$ cat src/rtl/mem_arb_pkg.sv
// Shared definitions for the round-robin memory arbiter.
//   arb_state_t : arbiter FSM encoding (IDLE / BUSY0 / BUSY1)
//   NDIR_DEF    : default address MSB index (address is NDIR+1 bits wide)
//   DW_DEF      : default data width
//   BEAT_W      : width of the burst beat counter
package mem_arb_pkg;

  typedef enum logic [1:0] {
    IDLE  = 2'b00,
    BUSY0 = 2'b01,
    BUSY1 = 2'b10
  } arb_state_t;

  localparam int NDIR_DEF = 2;
  localparam int DW_DEF   = 32;
  localparam int BEAT_W   = 4;

endpackage

$ cat src/rtl/mem_arbiter_rr_burst_cnt.sv
// burst_cnt: saturating beat counter for the arbiter.
//   clk  : clock
//   rst  : synchronous active-high reset (count -> 0)
//   clr  : clear to 0 (wins over inc)
//   inc  : increment by one, holding at MAX_BURST-1
//   beat : current count
//   tc   : terminal count, high when beat == MAX_BURST-1
module burst_cnt
  import mem_arb_pkg::*;
#(
  parameter int MAX_BURST = 4
) (
  input  logic              clk,
  input  logic              rst,
  input  logic              clr,
  input  logic              inc,
  output logic [BEAT_W-1:0] beat,
  output logic              tc
);

  localparam logic [BEAT_W-1:0] TC_VAL = BEAT_W'(MAX_BURST - 1);

  assign tc = (beat == TC_VAL);

  always_ff @(posedge clk) begin
    if (rst) begin
      beat <= '0;
    end else if (clr) begin
      beat <= '0;
    end else if (inc && !tc) begin
      beat <= beat + 1'b1;
    end
  end

endmodule

$ cat src/rtl/mem_arbiter_rr.sv
// mem_arbiter_rr: round-robin arbiter sharing one memory port between two
// requesters, with a burst cap so a waiting requester is never starved.
//
// Ports:
//   CLK, RESET              clock, synchronous active-high reset
//   REQ0/1                  level request, one access per granted cycle
//   DIR0/1, LE0/1, DATO_W0/1 per-requester address, write strobe, write data
//   GNT0/1                  grant (decoded from the state register)
//   ACK0/1                  registered, one cycle after each access
//   DATO_R                  registered read data, valid with ACK0/ACK1
//   MEM_DIR/LE/DATO_W       memory-side address, write strobe, write data
//   MEM_DATO_R              memory read data (combinational from MEM_DIR)
//   dbg_state, dbg_beat     FSM state and beat count for observation
//
// Handshake: a requester holds REQx high for as long as it wants accesses.
// An access happens in every cycle where GNTx=1 and REQx=1; the matching
// ACKx pulse (with DATO_R for reads) appears exactly one cycle later.
// Dropping REQx ends the grant without an access in that cycle.
module mem_arbiter_rr
  import mem_arb_pkg::*;
#(
  parameter int NDIR      = NDIR_DEF,
  parameter int DW        = DW_DEF,
  parameter int MAX_BURST = 4,
  parameter int PWR_ID    = 0
) (
  input  logic              CLK,
  input  logic              RESET,
  input  logic              REQ0,
  input  logic              REQ1,
  input  logic [NDIR:0]     DIR0,
  input  logic [NDIR:0]     DIR1,
  input  logic              LE0,
  input  logic              LE1,
  input  logic [DW-1:0]     DATO_W0,
  input  logic [DW-1:0]     DATO_W1,
  output logic              GNT0,
  output logic              GNT1,
  output logic              ACK0,
  output logic              ACK1,
  output logic [DW-1:0]     DATO_R,
  output logic [NDIR:0]     MEM_DIR,
  output logic              MEM_LE,
  output logic [DW-1:0]     MEM_DATO_W,
  input  logic [DW-1:0]     MEM_DATO_R,
  output logic [1:0]        dbg_state,
  output logic [BEAT_W-1:0] dbg_beat
);

  // PWR_ID only selects a power-counter slot elsewhere; it is checked here
  // alongside the burst range so bad instances fail at elaboration.
  if (MAX_BURST < 1 || MAX_BURST > 15 || PWR_ID < 0) begin : g_bad_param
    $error("mem_arbiter_rr: illegal parameter value");
  end

  arb_state_t        state;
  logic              last;
  logic              acc0, acc1;
  logic              cnt_clr, cnt_inc, cnt_tc;
  logic [BEAT_W-1:0] beat;

  assign GNT0      = (state == BUSY0);
  assign GNT1      = (state == BUSY1);
  assign acc0      = GNT0 && REQ0;
  assign acc1      = GNT1 && REQ1;
  assign dbg_state = state;
  assign dbg_beat  = beat;

  // Memory mux: idle drives an all-zero, non-writing bus.
  always_comb begin
    MEM_DIR    = '0;
    MEM_LE     = 1'b0;
    MEM_DATO_W = '0;
    if (GNT0) begin
      MEM_DIR    = DIR0;
      MEM_LE     = LE0 & REQ0;
      MEM_DATO_W = DATO_W0;
    end else if (GNT1) begin
      MEM_DIR    = DIR1;
      MEM_LE     = LE1 & REQ1;
      MEM_DATO_W = DATO_W1;
    end
  end

  // Beat control: clear whenever the grant leaves the current owner,
  // otherwise count accesses (the counter saturates on its own, which keeps
  // a lone requester granted indefinitely).
  always_comb begin
    cnt_clr = 1'b0;
    cnt_inc = 1'b0;
    if (GNT0) begin
      if (!REQ0 || (REQ1 && cnt_tc)) cnt_clr = 1'b1;
      else                           cnt_inc = 1'b1;
    end else if (GNT1) begin
      if (!REQ1 || (REQ0 && cnt_tc)) cnt_clr = 1'b1;
      else                           cnt_inc = 1'b1;
    end
  end

  burst_cnt #(
    .MAX_BURST (MAX_BURST)
  ) u_burst_cnt (
    .clk  (CLK),
    .rst  (RESET),
    .clr  (cnt_clr),
    .inc  (cnt_inc),
    .beat (beat),
    .tc   (cnt_tc)
  );

  // last records the requester that most recently held the grant; on a
  // simultaneous request from IDLE the other one wins.
  always_ff @(posedge CLK) begin
    if (RESET) begin
      state  <= IDLE;
      last   <= 1'b1;
      ACK0   <= 1'b0;
      ACK1   <= 1'b0;
      DATO_R <= '0;
    end else begin
      ACK0 <= acc0;
      ACK1 <= acc1;
      if (acc0 || acc1) DATO_R <= MEM_DATO_R;
      case (state)
        IDLE: begin
          if (REQ0 && REQ1) state <= last ? BUSY0 : BUSY1;
          else if (REQ0)    state <= BUSY0;
          else if (REQ1)    state <= BUSY1;
        end
        BUSY0: begin
          if (!REQ0) begin
            state <= REQ1 ? BUSY1 : IDLE;
            last  <= 1'b0;
          end else if (REQ1 && cnt_tc) begin
            state <= BUSY1;
            last  <= 1'b0;
          end
        end
        BUSY1: begin
          if (!REQ1) begin
            state <= REQ0 ? BUSY0 : IDLE;
            last  <= 1'b1;
          end else if (REQ0 && cnt_tc) begin
            state <= BUSY0;
            last  <= 1'b1;
          end
        end
        default: state <= IDLE;
      endcase
    end
  end

endmodule

$ cat config.mk
export PLATFORM = sky130hd
export DESIGN_NAME = mem_arbiter_rr
export DESIGN_NICKNAME = d
export VERILOG_FILES = /design/src/rtl/mem_arb_pkg.sv /design/src/rtl/mem_arbiter_rr_burst_cnt.sv /design/src/rtl/mem_arbiter_rr.sv
export SDC_FILE = /design/constraint.sdc
export NUM_CORES = 1
export LEC_CHECK = 0
export ABC_AREA = 1
export CORE_MARGIN = 4
export CORE_UTILIZATION = 30
export CTS_BUF_LIST = sky130_fd_sc_hd__clkbuf_4 sky130_fd_sc_hd__clkbuf_8 sky130_fd_sc_hd__clkbuf_16
export CTS_CLUSTER_DIAMETER = 50
export DETAILED_ROUTE_END_ITERATION = 6
export HOLD_SLACK_MARGIN = 0.15
export PLACE_DENSITY = 0.79
export SLEW_MARGIN = 15
export SYNTH_ARGS = -nofsm -noshare
export SYNTH_HDL_FRONTEND = slang
export SYNTH_SLANG_ARGS = --single-unit
$ cat constraint.sdc
create_clock -name CLK -period 2.1 [get_ports CLK]
set_clock_uncertainty 0.2 [all_clocks]
set_input_delay 0.63 -clock CLK [delete_from_list [all_inputs] [get_ports CLK]]
set_output_delay 0.63 -clock CLK [all_outputs]
set_load 0.1 [all_outputs]
==> impl_results.md <==
* Status: finished with violations
* Failing checks: setup timing
* Arrival time at the worst endpoint at 1610 ps
* RSZ-0062 raised after global routing: true
* Worst setup EP type: output pin
* # diodes at 0
* Initial antenna violation count at 0
* Layout cells sized above 1 at between 30% and 40%
* CP delay by family, top: buffers and inverters
* Reg2reg start: dbg_state[1]$_SDFFE_PP0P_
* GPL Wtd Cong at between 0.8 and 0.9
* Max Clk Rate at around 400 MHz
* Crit Path Class: flip-flop to output pin
* Period utilization at 116%
* GRT Util Overall at between 20% and 30%
* Via-to-Cell Ratio at a little under 5
* Die height at between 90 and 100 microns
* RR Endpoint: DATO_R[27]$_SDFFE_PP0P_
* Hold WS at 272 ps
* Met1 usage at 24.4%
* Num CTS Buffers at 5
* Critical-path cell list: inv_4 -> ha_4 -> inv_4 -> nand2_4 -> inv_6 -> buf_12 -> a22o_4 -> buf_12
* Fin. Hold Viols at 0
* M3 GR Usage at under 10%
* Final Slew Violations at 0
* Total grt overflow at 0
* Max clock buf depth at 2
* Setup total negative slack at -11300 ps
* Slowest-stage cell, CP: dfxtp_4
* Reg-to-reg setup timing slack at slightly below 300 ps
* CP Launch Point: dbg_state[1]$_SDFFE_PP0P_
* HPWL Detailed at roughly 7.9 mm
* Area Growth Syn to Fin at 166%
* Worst slack, placed at -395 ps
* Final WL at ~9.6 mm
* Final Util at 83.0%
* Buf/Inv on CP at 5
* Root Driver: clkbuf_8
* # fillers at between 300 and 400
* Clk Latency, worst-skew pair at approximately 290 ps
* Post-DRT Antenna Nets at 0
* I/O Buffers at 185
* Top cells by area, synth: dfxtp_1 41%, a22o_1 15%, nor2_1 13%
* I/O pins at about 190
* Global-route wire length before repair at around 15 mm
* Largest net degree at the start of global routing at 33
* Cell taking the most area after synthesis: dfxtp_1
* Sequential-to-total area share from yosys stat at roughly two fifths
* Initial core utilization at between 30% and 40%
* Max Cap Viol at 0
* Worst setup SP type: flip-flop
* Via count at 2700
* Final worst-path setup slack at -336 ps
* Setup violators final at 36
* Yosys Warn Count at 0
* CP Depth at 8
* Clk sinks at just over 40
* FF-to-FF path depth at 9
* Met2 GRT Util at 41.8%
* Standard-cell rows at 29
* Worst-margin pin slew at approximately 310 ps
* Critical Path Fanout Max at 15
* Die X at 90.0 microns
* Number of global-route vias before repair at approximately 2800
* HP Class: flip-flop to flip-flop
* Router iterations before antenna repair at 4
* Mapped Avg Cell Area at 7.54 sq um
* CTS H-tree lvls at 2
* # nets final at between 500 and 600
* Post-synthesis cell count at between 200 and 300
* GRT busiest layer: met2
* Number of distinct library cells after synthesis at 22
* Die Area at slightly above 0.008 sq mm
* DR WL/cell at between 15 and 20 microns
* Drt drc at 0
* Hold_sp: last$_SDFFE_PP1P_
* Worst slew margin at around four fifths
* Post-layout min period at between 2000 and 2500 ps
* Slowest stage delay, CP at ~370 ps
* Syn_nets at between 300 and 400
* 1st-iter DRT viols at between 70 and 80
* Core footprint at roughly 0.0065 sq mm
* Cell Area, Synth at just over 0.002 sq mm
* Yosys top cell area share at about two fifths
* Worst Path Required at 1270 ps
* TritonCTS clock tree: built
* Critical Path End: MEM_DATO_W[28]
* Reg clk slew, reported paths at 80 ps
* FF+latch count, synth at between 40 and 50
[Yosys cell counts]
cell / number
nand4_1: 1
clkbuf_1: 3
nor2_1: 69
o21ai_2: 1
inv_2: 2
or2_0: 1
o21ai_1: 5
nor2_4: 1
a32o_1: 1
nand3_1: 12
ha_1: 5
dfxtp_1: 41
nand2_1: 25
inv_1: 13
nand2_2: 5
buf_2: 12
o21ai_0: 28
a22o_1: 35
xor2_1: 1
a21oi_1: 5
buf_4: 1
xnor2_1: 1
[metrics by stage]
step	instance area, sq um	std cells
2_1_floorplan	2450	268
3_3_place_gp	5240	536
3_5_place_dp	5240	536
4_1_cts	5350	545
5_1_grt	5360	545
6_report	5360	545
[sequential cells by signal, summed over array words and instances (netlist names)]
register	cells
dbg_state	2
DATO_R	32
ACK1	1
u_burst_cnt.beat	4
ACK0	1
last	1
[final cells by class]
cell class                 count  area (sq um)  area share [%]
timing repair buffer         208          2850            53.1
sequential                    41           831            15.5
clock buffer                   7          96.3            1.80
tap                           77          96.3            1.80
multi-input combinational    196          1410            26.4
inverter                      15          68.8            1.28
clock inverter                 1          8.76           0.163
[layer usage]
layer | share of wire [%] | vias up
met5 | 0 | -
met3 | 9.7 | 15
met2 | 52 | 141
li1 | - | 1308
met1 | 36 | 1236
met4 | 2.3 | 0
[cell usage in the layout (no fill, tap or decap), drive strengths merged]
cell / synthesis / layout
a21oi: 5 / 5
a22o: 35 / 35
a32o: 1 / 1
buf: 13 / 101
clkbuf: 3 / 7
clkdlybuf4s50: 0 / 106
dfxtp: 41 / 41
dlygate4sd2: 0 / 1
ha: 5 / 5
inv: 15 / 16
nand2: 30 / 30
nand3: 12 / 12
nand4: 1 / 1
nor2: 70 / 70
o21ai: 34 / 34
or2: 1 / 1
xnor2: 1 / 1
xor2: 1 / 1
[worst reg2reg max path, delay by kind of cell, from the launching register on]
family / cells / cell delay (ps)
AOI/OAI and AO/OA: 1 / 210
adders and majority gates: 1 / 180
buffers and inverters: 4 / 530
DFF: 1 / 380
and+or+nand+nor: 3 / 200
[logic make-up after synthesis]
| family | Yosys count | synth area share (%) |
|---|---|---|
| simple gates | 114 | 23.2 |
| compound gates | 75 | 25.5 |
| flops | 41 | 40.6 |
| buf+inv | 31 | 6.69 |
| fa+ha+maj | 5 | 3.10 |
| xor+xnor | 2 | 0.868 |
[what timing repair did]
item                                    4_1_cts  5_1_grt
endpoints found under the setup margin       37       48
hold buffers                                  0        0
hold endpoints to repair                      0        0
pin swaps                                     1        0
buffers inserted                              1        0
gates resized for setup                       2        5
[how the worst min path moves through the flow]
stage | cells past startpoint | endpoint
floorplan | 2 | last$_SDFFE_PP1P_
global placement | 2 | last$_SDFFE_PP1P_
detailed placement | 2 | last$_SDFFE_PP1P_
CTS | 2 | last$_SDFFE_PP1P_
global route | 2 | last$_SDFFE_PP1P_
finish | 2 | last$_SDFFE_PP1P_
Power is not shown: default switching activity piles up to over one toggle a cycle in this logic, so the estimate is an artifact.
